==> src/rtl/online_softmax_pkg.sv <==
// Shared types, constants and the exp lookup table for the online-softmax stage.
package online_softmax_pkg;

  localparam int unsigned SCORE_W    = 32;
  localparam int unsigned SCORE_FRAC = 4;
  localparam int unsigned EXP_FRAC   = 15;
  localparam int unsigned EXP_W      = EXP_FRAC + 1;
  localparam int unsigned LUT_AW     = 8;
  localparam int unsigned LUT_DEPTH  = 1 << LUT_AW;
  localparam int unsigned SUM_W      = 32;
  localparam int unsigned DIFF_W     = SCORE_W + 1;

  typedef logic signed [SCORE_W-1:0] INT_T;
  typedef logic [EXP_W-1:0]          EXP_T;
  typedef logic [SUM_W-1:0]          SUM_T;
  typedef logic [DIFF_W-1:0]         DIFF_T;
  typedef EXP_T [LUT_DEPTH-1:0]      LUT_T;

  typedef struct packed {
    logic  vld;
    logic  first;
    logic  last;
    logic  alpha_zero;
    DIFF_T d_s;
    DIFF_T d_m;
  } s1_t;

  // round(2^EXP_FRAC * exp(-i / 2^SCORE_FRAC)); the top entry is 0 so saturated differences vanish.
  function automatic LUT_T gen_exp_lut();
    LUT_T t;
    real  v;
    for (int unsigned i = 0; i < LUT_DEPTH; i++) begin
      v = (2.0 ** EXP_FRAC) * $exp(-real'(i) / (2.0 ** SCORE_FRAC));
      t[LUT_AW'(i)] = EXP_W'($rtoi(v + 0.5));
    end
    t[LUT_DEPTH-1] = '0;
    return t;
  endfunction

  localparam LUT_T EXP_LUT = gen_exp_lut();

endpackage

==> src/rtl/online_softmax_if.sv <==
// Score stream in, weight/rescale/denominator stream out, with valid/ready.
interface online_softmax_if;
  import online_softmax_pkg::*;

  logic vld_in;
  logic rdy_in;
  logic vld_out;
  logic rdy_out;
  INT_T s_in;
  logic last_in;
  EXP_T p_out;
  EXP_T alpha_out;
  SUM_T l_out;
  logic last_out;

  modport slave (
    input  vld_in, rdy_in, s_in, last_in,
    output vld_out, rdy_out, p_out, alpha_out, l_out, last_out
  );

  modport master (
    output vld_in, rdy_in, s_in, last_in,
    input  vld_out, rdy_out, p_out, alpha_out, l_out, last_out
  );
endinterface

==> src/rtl/online_softmax_exp_lut.sv <==
// Combinational exp(-d) ROM; any difference beyond the table reads the last (zero) entry.
module exp_lut
  import online_softmax_pkg::*;
(
  input  DIFF_T idx,
  output EXP_T  val
);

  logic [LUT_AW-1:0] addr;

  always_comb begin
    addr = '1;
    if (idx < DIFF_W'(LUT_DEPTH - 1))
      addr = idx[LUT_AW-1:0];
    val = EXP_LUT[addr];
  end

endmodule

==> src/rtl/online_softmax.sv <==
// Two-stage online softmax: stage 1 tracks the running max, stage 2 looks up
// p/alpha and rescales the running denominator.
module online_softmax
  import online_softmax_pkg::*;
(
  input logic            clk,
  input logic            rst,
  online_softmax_if.slave bus
);

  localparam int unsigned PROD_W = SUM_W + EXP_W;

  INT_T  m;
  logic  first;
  s1_t   s1;

  logic  accept;
  INT_T  m_new;
  DIFF_T d_s_c;
  DIFF_T d_m_c;

  EXP_T  p_v;
  EXP_T  a_lut;
  EXP_T  alpha_v;
  SUM_T  l;
  SUM_T  l_new;
  logic [PROD_W-1:0]  prod;
  logic [SUM_W+1:0]   acc;

  assign bus.rdy_out = bus.rdy_in;

  always_comb begin
    accept = bus.vld_in & bus.rdy_in;
    m_new  = bus.s_in;
    d_m_c  = '0;
    if (!first) begin
      m_new = (bus.s_in > m) ? bus.s_in : m;
      d_m_c = DIFF_W'(m_new) - DIFF_W'(m);
    end
    d_s_c = DIFF_W'(m_new) - DIFF_W'(bus.s_in);
  end

  always_ff @(posedge clk or negedge rst) begin
    if (!rst) begin
      s1    <= '0;
      m     <= '0;
      first <= 1'b1;
    end else if (bus.rdy_in) begin
      s1.vld <= accept;
      if (accept) begin
        s1.first      <= first;
        s1.last       <= bus.last_in;
        s1.alpha_zero <= first;
        s1.d_s        <= d_s_c;
        s1.d_m        <= d_m_c;
        m             <= m_new;
        first         <= bus.last_in;
      end
    end
  end

  exp_lut u_p_lut (
    .idx (s1.d_s),
    .val (p_v)
  );

  exp_lut u_alpha_lut (
    .idx (s1.d_m),
    .val (a_lut)
  );

  // l is rescaled by alpha before adding p; the carry bits above SUM_W flag saturation.
  always_comb begin
    alpha_v = s1.alpha_zero ? '0 : a_lut;
    prod    = PROD_W'(l) * PROD_W'(alpha_v);
    acc     = (SUM_W + 2)'(prod >> EXP_FRAC) + (SUM_W + 2)'(p_v);
    if (s1.first)
      l_new = SUM_W'(p_v);
    else if (|acc[SUM_W+1:SUM_W])
      l_new = '1;
    else
      l_new = acc[SUM_W-1:0];
  end

  always_ff @(posedge clk or negedge rst) begin
    if (!rst) begin
      bus.vld_out   <= 1'b0;
      bus.p_out     <= '0;
      bus.alpha_out <= '0;
      bus.l_out     <= '0;
      bus.last_out  <= 1'b0;
      l             <= '0;
    end else if (bus.rdy_in) begin
      bus.vld_out  <= s1.vld;
      bus.last_out <= s1.vld & s1.last;
      if (s1.vld) begin
        bus.p_out     <= p_v;
        bus.alpha_out <= alpha_v;
        bus.l_out     <= l_new;
        l             <= l_new;
      end
    end
  end

endmodule

==> src/flat_wrapper.sv <==
// flat-port wrapper written by rule: the top's interface ports become plain ports
module online_softmax_flat import online_softmax_pkg::*;
  (clk, rst, bus_vld_in, bus_rdy_in, bus_s_in, bus_last_in, bus_vld_out, bus_rdy_out, bus_p_out, bus_alpha_out, bus_l_out, bus_last_out);
  online_softmax_if bus_i ();
  input logic clk;
  input logic rst;
  input wire logic [$bits(bus_i.vld_in)-1:0] bus_vld_in;
  input wire logic [$bits(bus_i.rdy_in)-1:0] bus_rdy_in;
  input wire logic [$bits(bus_i.s_in)-1:0] bus_s_in;
  input wire logic [$bits(bus_i.last_in)-1:0] bus_last_in;
  output wire logic [$bits(bus_i.vld_out)-1:0] bus_vld_out;
  output wire logic [$bits(bus_i.rdy_out)-1:0] bus_rdy_out;
  output wire logic [$bits(bus_i.p_out)-1:0] bus_p_out;
  output wire logic [$bits(bus_i.alpha_out)-1:0] bus_alpha_out;
  output wire logic [$bits(bus_i.l_out)-1:0] bus_l_out;
  output wire logic [$bits(bus_i.last_out)-1:0] bus_last_out;
  assign bus_i.vld_in = bus_vld_in;
  assign bus_i.rdy_in = bus_rdy_in;
  assign bus_i.s_in = bus_s_in;
  assign bus_i.last_in = bus_last_in;
  assign bus_vld_out = bus_i.vld_out;
  assign bus_rdy_out = bus_i.rdy_out;
  assign bus_p_out = bus_i.p_out;
  assign bus_alpha_out = bus_i.alpha_out;
  assign bus_l_out = bus_i.l_out;
  assign bus_last_out = bus_i.last_out;
  online_softmax u_core (.clk(clk), .rst(rst), .bus(bus_i));
endmodule
==> config.mk <==
export PLATFORM = sky130hd
export DESIGN_NAME = online_softmax_flat
export DESIGN_NICKNAME = d
export VERILOG_FILES = /design/src/rtl/online_softmax_pkg.sv /design/src/rtl/online_softmax_if.sv /design/src/rtl/online_softmax_exp_lut.sv /design/src/rtl/online_softmax.sv /design/src/flat_wrapper.sv
export SDC_FILE = /design/constraint.sdc
export NUM_CORES = 2
export LEC_CHECK = 0
export CAP_MARGIN = 15
export CELL_PAD_IN_SITES_DETAIL_PLACEMENT = 1
export CELL_PAD_IN_SITES_GLOBAL_PLACEMENT = 2
export CORE_MARGIN = 1.5
export CORE_UTILIZATION = 36
export CTS_CLUSTER_DIAMETER = 50
export DETAILED_ROUTE_END_ITERATION = 10
export HOLD_SLACK_MARGIN = 0.1
export PLACE_DENSITY_LB_ADDON = 0.1
export SLEW_MARGIN = 5
export SYNTH_ARGS = -nofsm -noshare
export SYNTH_HDL_FRONTEND = slang
export SYNTH_SLANG_ARGS = --single-unit
==> constraint.sdc <==
create_clock -name clk -period 12.75 [get_ports clk]
set_clock_uncertainty 0.2 [all_clocks]
set_input_delay 1.275 -clock clk [delete_from_list [all_inputs] [get_ports clk]]
set_output_delay 1.275 -clock clk [all_outputs]
set_load 0.005 [all_outputs]
-- After elaboration in Yosys (flattened, before gate mapping)
Memories as Yosys holds them, arrays and structs flattened.
Cells that the tools add are included.
- register bits after elaboration: 168
- bits in read-only memories: 8192
- input port bits: 37
- output and inout port bits: 67
- word-level logic and storage cells: 38
- memories kept: 2
- memory list (memory ; words ; width ; read ports ; clocked after Yosys merged registers in ; wr ports ; line ; text):
    (no name shown) ; 256 ; 16 ; 1 ; 0 ; 0 ; online_softmax_exp_lut.sv:15 ; val = EXP_LUT[addr];
    (no name shown) ; 256 ; 16 ; 1 ; 0 ; 0 ; online_softmax_exp_lut.sv:15 ;
- add/sub/neg operators: 3
- multiply operators: 1
- magnitude comparators: 5
- mux-type cells: 10
- bitwise operators: 2
- reduce and logical (&&, ||, !) cells: 3
- operators by type and width (cell ; number):
    $mux W32 ; 4
    $lt A33 B8 Y1 const B ; 2
    $sub A32 B32 Y33 ; 2
    $mul A32 B16 Y48 ; 1
    $mux W16 ; 3
    $add A33 B16 Y34 ; 1
    $mux W33 ; 1
    $gt A32 B32 Y1 ; 1
    $lt A8 B9 Y1 const B ; 2
    $mux W8 ; 2
    $reduce_and A2 Y1 ; 2
    $and A1 B1 Y1 ; 2
    $reduce_or A2 Y1 ; 1

-- Depth between registers and ports, before layout
- word-level depth: 10
- depth in mapped cells: 60
- depth with buffers taken out: 56

-- Hierarchy
Synthesis repeated with hierarchy kept, for this count alone.
- cell total of the unflattened synthesis: 4187
- area, all modules: 33996.4 um^2
- modules (own cells, without submodules) (module ; instances ; cells each ; area an instance (um^2)):
    online_softmax ; 1 ; 3269 ; 28193.3
    exp_lut ; 2 ; 459 ; 2901.5

-- Least setup slack after synthesis
No wires, ideal clock.
- path kind: register to register
- start point: reg u_core.s1[29] (netlist name)
- end point: reg u_core.bus.l_out[10]
- library setup time: 0.127 ns
- arrival: 11.553 ns
- data required time: 12.423 ns
- setup slack: 0.870 ns
- cell stages (with the launch flop): 56
- path buffers: 6
- cells stage by stage: dfrtp_1 -> nor4_1 -> nand4_1 -> buf_2 -> or3_1 -> clkbuf_1 -> inv_1 -> clkbuf_1 -> clkbuf_1 -> ha_1 -> nor2_1 -> o21ai_0 -> a31oi_1 -> a311oi_1 -> o21ai_0 -> a21oi_1 -> clkbuf_1 -> nand2_1 -> (+20 left out) -> nor2b_1 -> o21ai_0 -> a21boi_0 -> o21a_1 -> o21ai_0 -> nand2_1 -> a41o_1 -> nor4_1 -> o41ai_1 -> a31o_2 -> nand2b_1 -> nand4b_4 -> nor4_4 -> o2111ai_2 -> mux2i_2 -> buf_4 -> o31ai_1 -> nand2_1
- word-level cells in the longest chain between the ends: 10
- RTL lines (what ; line ; text):
    start, declared ; online_softmax.sv:15 ; s1_t s1;
    $lt A33 B8 Y1 (*) ; online_softmax_exp_lut.sv:13 ; if (idx < DIFF_W'(LUT_DEPTH - 1))
    $mux W8 (*) ; online_softmax_exp_lut.sv:13 ;
    $mem_v2 Z256 W16 (*) ; n/a ;
    $mux W16 (not written as such) (*) ; online_softmax_exp_lut.sv:15 ;
    $mux W16 (*) ; online_softmax.sv:74 ; alpha_v = s1.alpha_zero ? '0 : a_lut;
    $mul A32 B16 Y48 (*) ; online_softmax.sv:75 ; prod = PROD_W'(l) * PROD_W'(alpha_v);
    $add A33 B16 Y34 (*) ; online_softmax.sv:76 ; acc = (SUM_W + 2)'(prod >> EXP_FRAC) + (SUM_W + 2)'(p_v);
    $reduce_or A2 Y1 ; online_softmax.sv:79 ; else if (|acc[SUM_W+1:SUM_W])
    $mux W32 (*) ; online_softmax.sv:79 ;
    $mux W32 (*) ; online_softmax.sv:77 ; if (s1.first)
    end signal, assigned ; online_softmax.sv:99 ; bus.l_out <= l_new;
    end, declared ; online_softmax_if.sv:18 ; output vld_out, rdy_out, p_out, alpha_out, l_out, last_out
Mark *: on every way between the ends. The rest lies on a longest branch, timed or not. The select of a mux whose other input is x is not followed.
A chain may end at the register's enable or synchronous reset.

-- Worst setup path after layout
- start point: reg u_core.s1[11] (netlist name)
- end point: reg u_core.bus.l_out[12]
Same word-level chain as after synthesis.

==> run summary <==
Outcome: complete, no violations
Starting Density: 36.3%
1st-iter DRT viols: 1715
DP HPWL: 91.2 mm
Die W: 302 um
VDD IR max: 0.112 mV
Cell Area, Synth: 32100 um2
Final count of pins violating max slew: 0
Die Footprint: 90900 um2
GRT Overall Usage: 26.6%
Cells after synthesis: 4027
Mapped Nets: 4747
Critical Path RT: 12930 ps
Measured slew at the worst slew-check pin: 1130 ps
Synth Register Bits: 168
Share of layout cells above drive strength 1: 8.31%
Critical path class: register to register
Ys async rst share: 100%
Final Cycle Share: 96.2%
CTS tree: done
DR DRC count: 0
Register area share after synthesis: 13.1%
Placed cell count: 5214
Slowest-stage cell, CP: fa_1
Inserted Clock Buffers: 17
R2R cell count: 47
Final min period: 12270 ps
Worst r2r src: u_core.s1[11]$_DFFE_PN0P_
RR Endpoint: u_core.bus.l_out[12]$_DFFE_PN0P_
Post-synth EDFFs: 0
Fin cells: 5272
IO buf count: 103
CP endpoint kind: register
First-pass GRT wire length: 186 mm
Vias in the first global route: 30300
Max Clock Freq: 81.5 MHz
Worst hold-check path type: register to register
Die span in y: 302 um
Internal reg-to-reg setup slack: 480 ps
Largest net degree at the start of global routing: 106
Worst Setup Start Kind: register
CP dominant cell by count: buf_4
Layout area overhead: 12.9%
Num rows: 109
Final Hold Fails: 0
Final #Nets: 4812
MaxCap Viol Count: 0
IO Count: 104
Root buf cell: clkbuf_16
Clk_lat worst skew: 490 ps
Slew margin rel.: 24.8%
Clk slew on worst S/H paths: 80 ps
PwrDens: 95.2 nW/um2
Clock buffer depth: 2
Hold Crit Depth: 2
Hold Crit Start: u_core.bus.alpha_out[7]$_DFFE_PN0P_
Largest fanout on the critical path: 20
Worst EP arrival: 12450 ps
Remaining global-route overflow: 0
Hold_buf cts: 0
Post-DRT Antenna Nets: 0
GPL Wtd Cong: 0.928
Total Wirelength: 118 mm
Total power: 3.45 mW
Most used DFF post-synth: dfrtp_1
CTS sink count: 168
Initial antenna violation count: 5
Wire per inst: 22.5 um
Design Area, Final: 36200 um2
Syn avg cell area: 7.97 um2
Core footprint: 88400 um2
Setup WS post-layout: 479 ps
Pleak: 17.4 nW
# setup viols final: 0
Vias per cell: 5.45
H-tree Lvls: 4
DR pass1 iterations: 5
Post-synth cell types: 95
Total number of vias: 28700
Hold endpoint: u_core.bus.alpha_out[7]$_DFFE_PN0P_
Pre-CTS WS: -205 ps
Syn. warnings: 0
Placed inst area: 35000 um2
Crit path largest cell delay: 570 ps
registers in the layout, summed over array words and instances, names as in the netlist:
signal and count:
u_core.bus.alpha_out 16, u_core.bus.l_out 32, u_core.bus.last_out 1, u_core.bus.p_out 16
u_core.bus.vld_out 1, u_core.first 1, u_core.m 32, u_core.s1 69
metrics by stage:
stage	hold slack (ps)	setup TNS, ps	utilization [%]
floorplan	240	0	-
global route	301	-728	41.0
detailed placement	263	-3570	39.6
global placement	250	-1390	39.6
finish	277	0	41.0
CTS	282	0	40.4
cell families after synthesis:
kind of cell             after synthesis  share of synthesized area, %
AND/OR/NAND/NOR                     1418                          20.6
AO/OA/AOI/OAI                        822                          16.0
buffers and inverters                780                          9.19
adder cells (fa/ha/maj)              683                          36.5
flip-flops                           168                          13.1
XOR/XNOR                             108                          2.95
multiplexers                          48                          1.62
where the power goes:
group | internal [mW] | switching, mW | total (mW)
Combinational | 0.777 | 1.31 | 2.08
Sequential | 0.672 | 0.148 | 0.820
Clock | 0.262 | 0.284 | 0.546
Total | 1.71 | 1.74 | 3.45
cell usage after synthesis, drive strengths merged, types with 16 or more instances:
library cell / number / area, um2
nand2: 688 / 2580
inv: 538 / 2020
fa: 420 / 8410
o21ai: 268 / 1340
ha: 263 / 3290
and2: 230 / 1440
a21oi: 218 / 1090
clkbuf: 204 / 766
nor2: 185 / 694
dfrtp: 167 / 4180
nand3: 71 / 355
nor3: 64 / 337
xnor2: 57 / 499
xor2: 51 / 447
a21o: 41 / 308
mux2i: 38 / 384
buf: 34 / 148
nand2b: 34 / 213
a31oi: 33 / 213
nand4: 25 / 156
nor2b: 25 / 156
o211ai: 25 / 193
o31ai: 21 / 158
a211oi: 20 / 150
or3: 20 / 125
nor4: 18 / 128
o21a: 18 / 135
or2: 16 / 100
worst max-delay path by stage:
stage / cells past startpoint / endpoint / startpoint
floorplan: 55 / u_core.bus.l_out[10]$_DFFE_PN0P_ / u_core.s1[29]$_DFFE_PN0P_
global placement: 52 / u_core.bus.l_out[15]$_DFFE_PN0P_ / u_core.s1[11]$_DFFE_PN0P_
detailed placement: 51 / u_core.bus.l_out[16]$_DFFE_PN0P_ / u_core.s1[11]$_DFFE_PN0P_
CTS: 56 / u_core.bus.l_out[7]$_DFFE_PN0P_ / u_core.s1[11]$_DFFE_PN0P_
global route: 51 / u_core.bus.l_out[0]$_DFFE_PN0P_ / u_core.s1[11]$_DFFE_PN0P_
finish: 47 / u_core.bus.l_out[12]$_DFFE_PN0P_ / u_core.s1[11]$_DFFE_PN0P_
layout by cell type, fill, tap and decap left out, types with 28 or more instances in the layout:
| cell type | count |
|---|---|
| nand2_1 | 683 |
| inv_1 | 535 |
| fa_1 | 419 |
| ha_1 | 256 |
| o21ai_0 | 235 |
| and2_1 | 228 |
| a21oi_1 | 206 |
| nor2_1 | 178 |
| dfrtp_1 | 165 |
| buf_4 | 163 |
| clkdlybuf4s50_1 | 102 |
| nand3_1 | 71 |
| nor3_1 | 55 |
| xnor2_1 | 55 |
| xor2_1 | 50 |
| a21o_1 | 41 |
| mux2i_1 | 37 |
| nand2b_1 | 31 |
| a31oi_1 | 30 |
| o21ai_1 | 28 |
critical path: cells and delay by family, from the launching register on:
family | cells | cell delay, ps
AND/OR/NAND/NOR | 12 | 2730
adder cells (fa/ha/maj) | 8 | 3700
buffers and inverters | 12 | 1730
XOR/XNOR | 1 | 170
AO/OA/AOI/OAI | 13 | 2940
flip-flops | 1 | 400
multiplexers | 1 | 270
final cells by class:
type	count	area, um2
Fill cell	10600	52100
Sequential cell	168	4210
Multi-Input combinational cell	3082	25500
Tap cell	1165	1460
Clock inverter	14	158
Timing Repair Buffer	281	2480
Inverter	542	2040
Antenna cell	2	5.00
Clock buffer	18	429
routing by layer:
layer  global-route usage (%)  share of wire [%]
met1                     39.4                 49
met2                     41.8                 45
met3                     3.26                4.4
met4                     4.54                1.5
met5                        0              0.021
repair_timing:
| action | 4_1_cts | 5_1_grt |
|---|---|---|
| pin swaps | 5 | 28 |
| setup buffers | 2 | 18 |
| endpoints found under the setup margin | 32 | 32 |
| gates resized for setup | 13 | 93 |
| gates cloned | 0 | 4 |
Note: power is estimated with default switching activity, not from simulation.
